### src/rtl/vga_pkg.sv
// Shared VGA constants and types: 640x480@60 timing defaults,
// totals, coordinate and colour widths used by timing and renderers.
package vga_pkg;

    localparam int COORD_W = 11;
    localparam int COLOR_W = 5;

    localparam int VGA_H_DISPLAY = 640;
    localparam int VGA_H_FRONT   = 16;
    localparam int VGA_H_SYNC    = 96;
    localparam int VGA_H_BACK    = 48;

    localparam int VGA_V_DISPLAY = 480;
    localparam int VGA_V_FRONT   = 10;
    localparam int VGA_V_SYNC    = 2;
    localparam int VGA_V_BACK    = 33;

    localparam int VGA_CLK_DIV   = 4;

    localparam int VGA_H_TOTAL =
        VGA_H_DISPLAY + VGA_H_FRONT + VGA_H_SYNC + VGA_H_BACK;
    localparam int VGA_V_TOTAL =
        VGA_V_DISPLAY + VGA_V_FRONT + VGA_V_SYNC + VGA_V_BACK;

    typedef logic [COORD_W-1:0] coord_t;
    typedef logic [COLOR_W-1:0] color_t;

endpackage

### src/rtl/tick_divider.sv
// Pixel-rate divider: counts 0..CLK_DIV-1 and strobes p_tick on the last.
// Ports: clk, rst_n (async, active-low), p_tick (one clk wide).
module tick_divider #(
    parameter int CLK_DIV = 4
) (
    input  logic clk,
    input  logic rst_n,
    output logic p_tick
);

    localparam int DIV_W = (CLK_DIV > 1) ? $clog2(CLK_DIV) : 1;
    localparam logic [DIV_W-1:0] DIV_LAST = DIV_W'(CLK_DIV - 1);

    logic [DIV_W-1:0] div;

    always_ff @(posedge clk or negedge rst_n) begin
        if (!rst_n) begin
            div <= '0;
        end else if (div == DIV_LAST) begin
            div <= '0;
        end else begin
            div <= div + DIV_W'(1);
        end
    end

    assign p_tick = (div == DIV_LAST);

endmodule

### src/rtl/vga_timing_gen.sv
// VGA raster timing: pixel/line counters, sync and blanking decode.
// Ports: clk, rst_n, p_tick, pixel_x, pixel_y, video_on, hsync, vsync, frame_tick.
module vga_timing_gen
    import vga_pkg::*;
#(
    parameter int H_DISPLAY = VGA_H_DISPLAY,
    parameter int H_FRONT   = VGA_H_FRONT,
    parameter int H_SYNC    = VGA_H_SYNC,
    parameter int H_BACK    = VGA_H_BACK,
    parameter int V_DISPLAY = VGA_V_DISPLAY,
    parameter int V_FRONT   = VGA_V_FRONT,
    parameter int V_SYNC    = VGA_V_SYNC,
    parameter int V_BACK    = VGA_V_BACK,
    parameter int CLK_DIV   = VGA_CLK_DIV
) (
    input  logic               clk,
    input  logic               rst_n,
    output logic               p_tick,
    output logic [COORD_W-1:0] pixel_x,
    output logic [COORD_W-1:0] pixel_y,
    output logic               video_on,
    output logic               hsync,
    output logic               vsync,
    output logic               frame_tick
);

    localparam int H_TOTAL = H_DISPLAY + H_FRONT + H_SYNC + H_BACK;
    localparam int V_TOTAL = V_DISPLAY + V_FRONT + V_SYNC + V_BACK;

    localparam coord_t H_LAST = coord_t'(H_TOTAL - 1);
    localparam coord_t V_LAST = coord_t'(V_TOTAL - 1);
    localparam coord_t H_VIS  = coord_t'(H_DISPLAY);
    localparam coord_t V_VIS  = coord_t'(V_DISPLAY);
    localparam coord_t V_VLST = coord_t'(V_DISPLAY - 1);
    localparam coord_t H_SS   = coord_t'(H_DISPLAY + H_FRONT);
    localparam coord_t H_SE   = coord_t'(H_DISPLAY + H_FRONT + H_SYNC);
    localparam coord_t V_SS   = coord_t'(V_DISPLAY + V_FRONT);
    localparam coord_t V_SE   = coord_t'(V_DISPLAY + V_FRONT + V_SYNC);

    coord_t x_nxt;
    coord_t y_nxt;

    tick_divider #(
        .CLK_DIV (CLK_DIV)
    ) u_div (
        .clk    (clk),
        .rst_n  (rst_n),
        .p_tick (p_tick)
    );

    always_comb begin
        x_nxt = pixel_x;
        y_nxt = pixel_y;
        if (p_tick) begin
            if (pixel_x == H_LAST) begin
                x_nxt = '0;
                if (pixel_y == V_LAST) begin
                    y_nxt = '0;
                end else begin
                    y_nxt = pixel_y + coord_t'(1);
                end
            end else begin
                x_nxt = pixel_x + coord_t'(1);
            end
        end
    end

    // Sync/blank flops decode the next counter value so they
    // line up with pixel_x/pixel_y in the same cycle.
    always_ff @(posedge clk or negedge rst_n) begin
        if (!rst_n) begin
            pixel_x  <= '0;
            pixel_y  <= '0;
            video_on <= 1'b1;
            hsync    <= 1'b1;
            vsync    <= 1'b1;
        end else begin
            pixel_x  <= x_nxt;
            pixel_y  <= y_nxt;
            video_on <= (x_nxt < H_VIS) && (y_nxt < V_VIS);
            hsync    <= !((x_nxt >= H_SS) && (x_nxt < H_SE));
            vsync    <= !((y_nxt >= V_SS) && (y_nxt < V_SE));
        end
    end

    assign frame_tick = p_tick
                     && (pixel_x == H_LAST)
                     && (pixel_y == V_VLST);

endmodule
### config.mk
export PLATFORM = sky130hd
export DESIGN_NAME = vga_timing_gen
export DESIGN_NICKNAME = d
export VERILOG_FILES = /design/src/rtl/vga_pkg.sv /design/src/rtl/tick_divider.sv /design/src/rtl/vga_timing_gen.sv
export SDC_FILE = /design/constraint.sdc
export NUM_CORES = 1
export LEC_CHECK = 0
export ABC_CLOCK_PERIOD_IN_PS = 3000
export CAP_MARGIN = 30
export CORE_ASPECT_RATIO = 1.25
export CORE_MARGIN = 2
export CORE_UTILIZATION = 54
export CTS_BUF_LIST = sky130_fd_sc_hd__clkbuf_8
export DETAILED_ROUTE_END_ITERATION = 6
export PLACE_DENSITY = 0.82
export SYNTH_ARGS = -nofsm -noshare
export SYNTH_HDL_FRONTEND = slang
export SYNTH_SLANG_ARGS = --single-unit
### constraint.sdc
create_clock -name clk -period 3 [get_ports clk]
set_input_delay 0.6 -clock clk [delete_from_list [all_inputs] [get_ports clk]]
set_output_delay 0.6 -clock clk [all_outputs]
set_load 0.05 [all_outputs]
# Word level (Yosys, flattened, before mapping)
# Index checks and enable logic that the tools add are counted.
[totals]
register_bits = 27
in_bits = 2
elab_cells = 32
[op_classes]
n_addsub = 3
magnitude_cmp = 6
eq_ne = 4
n_mux = 6
reduce_logical = 7
[op_table]
columns = ["operator", "count"]
rows = [
  ["$mux W11", 5],
  ["$add A11 B1 Y11 const B", 2],
  ["$eq A11 B10 Y1 const B", 2],
  ["$lt A11 B10 Y1 const B", 2],
  ["$lt A11 B9 Y1 const B", 2],
  ["$eq A11 B9 Y1 const B", 1],
  ["$ge A11 B10 Y1 const B", 1],
  ["$ge A11 B9 Y1 const B", 1],
  ["$logic_and A1 B1 Y1", 5],
  ["$add A2 B1 Y2 const B", 1],
  ["$eq A2 B2 Y1 const B", 1],
  ["$logic_not A1 Y1", 2],
  ["$mux W2", 1],
]

# Depth between registers and ports, before layout
# Gate-level depths: netlist of run 1.
[logic_depth]
ltp_word = 7
mapped_depth = 8
ltp_nobuf = 8

# Cells and area by module
# From an unflattened synthesis of run 1, not the netlist that was laid out.
[unflattened]
hier_cells = 172
area_unflattened_um2 = 1587.8
[modules_own_cells]
columns = ["mod", "n_inst", "cells_per_inst", "area_per_inst_um2"]
rows = [
  ["vga_timing_gen", 1, 168, 1521.5],
  ["tick_divider", 1, 4, 66.3],
]

# Worst setup path before layout of run 1
# OpenSTA, ideal clock, no wires.
[synth_path]
kind = "reg2out"
startpoint = "register pixel_x[0]"
endpoint = "output port frame_tick"
arrival_time_ns = 2.351
slack_ns = 0.049
path_stages_with_launch = 7
path_buffers = 1
path_cell_list = "dfrtp_1 > ha_1 > nand3_4 > nor4_2 > buf_2 > nand2_1 > nor2_1"
[synth_between]
elab_chain_len = 3
[synth_lines]
columns = ["item", "line_no", "text"]
rows = [
  ["from (decl)", "vga_timing_gen.sv:19", "output logic [COORD_W-1:0] pixel_x,"],
  ["from (signal assigned)", "vga_timing_gen.sv:78", "pixel_x <= x_nxt;"],
  ["$eq A11 B10 Y1", "vga_timing_gen.sv:87", "&& (pixel_x == H_LAST)"],
  ["$logic_and A1 B1 Y1", "vga_timing_gen.sv:87", ""],
  ["$logic_and A1 B1 Y1", "vga_timing_gen.sv:88", "&& (pixel_y == V_VLST);"],
  ["to (decl)", "vga_timing_gen.sv:24", "output logic frame_tick"],
]
# Every way passes these cells.

# Worst setup path in the final report of run 1
[layout_path]
startpoint = "register u_div.div[0]"
endpoint = "output port frame_tick"
[layout_between]
elab_chain_len = 3
[layout_lines]
columns = ["item", "line_no", "text"]
rows = [
  ["from (decl)", "tick_divider.sv:14", "logic [DIV_W-1:0] div;"],
  ["from (signal assigned)", "tick_divider.sv:22", "div <= div + DIV_W'(1);"],
  ["$eq A2 B2 Y1", "tick_divider.sv:26", "assign p_tick = (div == DIV_LAST);"],
  ["$logic_and A1 B1 Y1", "vga_timing_gen.sv:87", ""],
  ["$logic_and A1 B1 Y1", "vga_timing_gen.sv:88", ""],
]
# Every way passes these cells.

==> results.yml, run 1 <==
run_status:
  status: "completed"
clock_network:
  numCtsBuffers: 3
  clk_latency_ns: 0.27
  cts.sinks: 27
  cts.path.max_buffers: 2
  htreeDepth: 1
  path_clk_slew_ns: 0.09
  cts_tree: "done"
  post_cts_resized: 0
  cts-root-buf: "clkbuf_8"
  post_cts.repair.setup_buffers: 0
  postCtsHoldBufs: 0
sta:
  drv_slew: 0
  max_freq_mhz: 378
  worst_pin_slew_ns: 0.870
  fin_crit_ns: 2.65
  relSlewSlack_pct: 41.8
  hold_viol_final: 0
  post-route-period-util_pct: 88.2
  rsz0062_at_grt: "false"
  setup_viol: 0
  fin_ws_ns: 0.355
  tns_ns: 0
  hold_slack_ns: 0.425
  fin_worst_skew_ns: 0.00471
finish:
  final_area_sq_um: 1920
  drive_gt1_share_pct: 11.2
  layout_common_cells: "clkdlybuf4s50_1, dfrtp_1, nand2_1"
  area_growth_pct: 20.4
  final_common_cell: "clkdlybuf4s50_1"
  insertedDiodeCount: 0
  final_nets: 194
die:
  die_h_um: 64.7
  ios: 29
  core_sq_um: 2860
  die_area_sq_um: 3400
  die_w_um: 52.6
  start_util_pct: 55.6
  placementRows: 22
routing:
  wl_um: 3330
  via_count: 1319
  vias_per_cell: 5.91
  drtAntennaViolNets: 0
  drt_iter0_markers: 47
  first_pass_iters: 5
  wire_per_inst_um: 14.9
  drc: 0
logic_synthesis:
  syn_area_per_cell_sq_um: 9.89
  yosys_warnings: 0
  yosys.area.top_type: "dfrtp_1"
  synthTopCellsByArea: "dfrtp_1, xnor2_1, nand2_1"
  synthCells: 161
  synth_top_area_share_pct: 37.7
  synthFlopType: "dfrtp_1"
  synth_cell_types: 49
  synth_edf_count: 0
  async_flop_share_pct: 100
  seq_area_frac_synth_pct: 42.7
  synth-seq-cells: 27
  synth_area_sq_um: 1590
  mappedNetlistNets: 167
global_routing:
  grt_max_degree: 19
  grt_overflow: 0
  grt_pass1_wl_um: 5620
  antenna_found_initial: 0
  grt_usage_pct: 21.8
  grt_pass1_vias: 1211
power:
  ir_worst_vdd_mv: 0.227
  power.leakage_nw: 0.741
  p_per_area_nw_per_um2: 299
worst_setup_path:
  worst-setup-path-type: "reg -> out"
  path_buf_inv: 1
  critPathRequiredTime_ns: 2.40
  cpMaxStageDelayCell: "ha_1"
  arrival_ns: 2.05
  r2r_slack_ns: 0.60
  crit_family: "simple AND/OR/NAND/NOR gates"
  slowest_delay_ns: 0.45
  path_cells: "ha_1 > nand3b_2 > nor4_2 > nand2_1 > nor2_1 > buf_12"
  setup.worst_path.start_class: "flop"
  endpoint_kind: "output port"
  cp_max_fo: 13
hold_path:
  hold_path.class: "reg -> reg"
placement:
  hpwlAfterDp_um: 2520
  post-place-ws_ns: 0.615
  gp_congestion: 0.907
  io_buffers: 28
  place_area_sq_um: 1870
flow_run:
  drv_cap: 0
cell type report:
class | instances | area (sq um)
fill | 253 | 945
timing repair buffer | 30 | 305
multi-input combinational | 119 | 817
clock inverter | 1 | 3.75
clock buffer | 3 | 41.3
inverter | 7 | 26.3
tap | 36 | 45.0
sequential | 27 | 679
Yosys cell counts, types with 2 or more instances:
cell type  instances
nor2_1             9
nor4b_1            3
or4_4              2
nand3_1            7
ha_1               4
xnor2_1           10
xor2_1             3
nor4_1             3
nand4_1            7
nor3_1             7
dfrtp_1           24
nand2_1           22
o31ai_1            2
o21ai_0            8
inv_1              7
and4_1             2
dfstp_2            3
a21oi_1            5
clkbuf_8           2
mux2i_1            2
report_power, final:
part / internal [mW] / switching [mW] / leakage (nW)
Clock: 0.0917 / 0.109 / 0.0269
Sequential: 0.364 / 0 / 0.353
Combinational: 0.00199 / 0.00726 / 0.361
routing by layer:
metal	vias up	global-route usage [%]	routed length, um
met1	635	30.3	1480
li1	638	-	-
met5	-	0	0
met2	40	34.7	1630
met4	0	6.41	51
met3	6	3.46	171
flip-flops by register name, indices dropped and copies added (netlist names):
name / count
u_div.div: 2
pixel_y: 11
vsync: 1
pixel_x: 11
hsync: 1
video_on: 1
cell families (layout without fill, tap and decap cells):
family	count (synthesis)	count (layout)	synth area share [%]
AND/OR/NAND/NOR	77	77	30.2
flip-flops	27	27	42.7
AO/OA/AOI/OAI	23	23	9.58
buffers and inverters	15	41	6.05
XOR/XNOR	13	13	7.15
adder cells (fa/ha/maj)	4	4	3.14
multiplexers	2	2	1.26
metrics by stage:
stage	utilization, %	total power, mW	std cells
after floorplan	-	0.371	161
final	67.0	0.574	223
after global routing	67.0	0.596	223
after CTS	67.0	0.578	223
after detailed placement	65.4	0.381	219
after global placement	65.4	0.380	219
path summary, 6_finish.rpt:
path                                    from            to  cells after the start
worst max-delay path            u_div.div[0]    frame_tick                      6
worst min-delay path            u_div.div[0]  u_div.div[0]                      1
worst max register to register  u_div.div[0]         vsync                      8
worst min register to register  u_div.div[0]  u_div.div[0]                      1
max in group asynchronous              rst_n    pixel_y[2]                      2
min in group asynchronous              rst_n    pixel_y[4]                      1
Note: power is estimated with default switching activity, not from simulation.
==> run 2: changes to the inputs <==
--- a/config.mk
+++ b/config.mk
@@ -16,3 +16,4 @@
 export SYNTH_ARGS = -nofsm -noshare
 export SYNTH_HDL_FRONTEND = slang
 export SYNTH_SLANG_ARGS = --single-unit
+export TNS_END_PERCENT = 20
==> results of run 2 <==
Same layout as run 1: the final DEF is identical, and so are final timing and power.
==> run 3: changes to the inputs <==
--- a/config.mk
+++ b/config.mk
@@ -7,12 +7,15 @@
 export LEC_CHECK = 0
 export ABC_CLOCK_PERIOD_IN_PS = 3000
 export CAP_MARGIN = 30
+export CELL_PAD_IN_SITES_DETAIL_PLACEMENT = 0
+export CELL_PAD_IN_SITES_GLOBAL_PLACEMENT = 1
 export CORE_ASPECT_RATIO = 1.25
 export CORE_MARGIN = 2
-export CORE_UTILIZATION = 54
+export CORE_UTILIZATION = 41
 export CTS_BUF_LIST = sky130_fd_sc_hd__clkbuf_8
+export CTS_CLUSTER_SIZE = 14
 export DETAILED_ROUTE_END_ITERATION = 6
-export PLACE_DENSITY = 0.82
+export PLACE_DENSITY_LB_ADDON = 0.1
 export SYNTH_ARGS = -nofsm -noshare
 export SYNTH_HDL_FRONTEND = slang
 export SYNTH_SLANG_ARGS = --single-unit
==> results.yml, run 3 (same netlist as run 1, synthesis figures left out) <==
die:
  start_util_pct: 42.4
  ios: 29
  core_sq_um: 3750
  placementRows: 25
  die_area_sq_um: 4400
  die_w_um: 59.8
  die_h_um: 73.7
sta:
  fin_worst_skew_ns: 0.00814
  rsz0062_at_grt: "false"
  relSlewSlack_pct: 62.3
  hold_viol_final: 0
  worst_pin_slew_ns: 0.558
  tns_ns: 0
  drv_slew: 0
  hold_slack_ns: 0.431
  setup_viol: 0
  max_freq_mhz: 389
  fin_crit_ns: 2.57
  post-route-period-util_pct: 85.8
finish:
  nFillCells: 359
  area_growth_pct: 20.8
  final_nets: 194
  fin_cells: 227
  insertedDiodeCount: 0
  layout_common_cells: "clkdlybuf4s50_1, dfrtp_1, nand2_1"
  top_regs: "pixel_x x11, pixel_y x11, u_div.div x2"
  drive_gt1_share_pct: 11.8
  final_common_cell: "clkdlybuf4s50_1"
clock_network:
  cts_tree: "done"
  post_cts.repair.setup_buffers: 0
  clk_latency_ns: 0.27
  cts.sinks: 27
  path_clk_slew_ns: 0.09
  cts-root-buf: "clkbuf_8"
  numCtsBuffers: 3
  htreeDepth: 1
  post_cts_resized: 0
  postCtsHoldBufs: 0
  cts.path.max_buffers: 2
run_status:
  status: "completed"
global_routing:
  grt_max_degree: 28
  grt_usage_pct: 18.3
  grt_pass1_vias: 1311
  grt_pass1_wl_um: 6200
  grt_overflow: 0
  antenna_found_initial: 0
power:
  intPower_uw: 459
  clock_power_share_pct: 35.8
  sw_frac_of_total_pct: 21.0
  p_per_area_nw_per_um2: 302
  ir_worst_vdd_mv: 0.139
  power.leakage_nw: 0.739
  pwr-share-comb_pct: 1.6
  p_sw_uw: 122
  power_uw: 581
  power_frac_seq_pct: 62.6
worst_setup_path:
  arrival_ns: 1.97
  cpMaxStageDelayCell: "ha_1"
  endpoint_kind: "output port"
  slowest_delay_ns: 0.43
  cp_max_fo: 13
  worst-setup-path-type: "reg -> out"
  path_cells: "ha_1 > nand3b_2 > nor4_2 > nand2_1 > nor2_1 > buf_12"
  setup.worst_path.start_class: "flop"
  critPathRequiredTime_ns: 2.40
routing:
  first_pass_iters: 4
  m1WireLength_um: 1650
  drtAntennaViolNets: 0
  wl_met3_um: 85
  dr_wl_met2_um: 1720
  maxUsedRoutingLayer: "met4"
  via_count: 1313
  wire_per_inst_um: 15.7
  vias_per_cell: 5.78
  drt_iter0_markers: 92
  drc: 0
  wl_um: 3550
placement:
  gp_congestion: 0.830
  hpwlAfterDp_um: 2620
  io_buffers: 28
  numPlacedInstances: 223
hold_path:
  hold_path.class: "reg -> reg"
flow_run:
  drv_cap: 0
-- run 3: worst paths after layout --
path                                    from            to  slack [ns]  cells after the start
worst max-delay path            u_div.div[0]    frame_tick        0.43                      6
worst min-delay path            u_div.div[0]  u_div.div[0]        0.43                      1
worst max register to register  u_div.div[0]         vsync        0.50                      8
worst min register to register  u_div.div[0]  u_div.div[0]        0.43                      1
max in group asynchronous              rst_n         vsync        1.99                      2
min in group asynchronous              rst_n    pixel_x[9]        0.69                      2
-- run 3: final cells by class --
cell class | instances | area (sq um) | area share, %
inverters | 7 | 26.3 | 1.37
clock buffers | 3 | 41.3 | 2.15
flip-flops and latches | 27 | 679 | 35.3
repair buffers | 30 | 305 | 15.9
well taps | 40 | 50.0 | 2.60
clock inverters | 1 | 5.00 | 0.260
multi-input cells | 119 | 817 | 42.5
-- run 3: power groups by stage --
stage	logic [mW]	clock network (mW)	registers (mW)
2_1_floorplan	0.000000287	0	0.371
3_3_place_gp	0.00961	0	0.371
3_5_place_dp	0.0101	0	0.371
4_1_cts	0.0100	0.214	0.364
5_1_grt	0.0109	0.231	0.364
6_report	0.00921	0.208	0.364
-- run 3: through the flow --
step | util, % | area, sq um | setup WS [ns]
2_1_floorplan | - | 1590 | 0.0488
3_3_place_gp | 50.0 | 1880 | 0.616
3_5_place_dp | 50.0 | 1880 | 0.508
4_1_cts | 51.3 | 1920 | 0.411
5_1_grt | 51.3 | 1920 | 0.200
6_report | 51.3 | 1920 | 0.427
-- run 3: routing by layer --
metal,vias up,track usage [%]
li1,638,-
met1,640,24.1
met2,27,30.0
met3,8,2.11
met4,0,7.90
met5,-,0
-- run 3: worst max-delay path, delay by kind of cell (launching register included) --
kind | cells | cell delay (ns)
AND/OR/NAND/NOR | 4 | 0.75
buffers and inverters | 1 | 0.17
adder cells (fa/ha/maj) | 1 | 0.43
flip-flops | 1 | 0.36
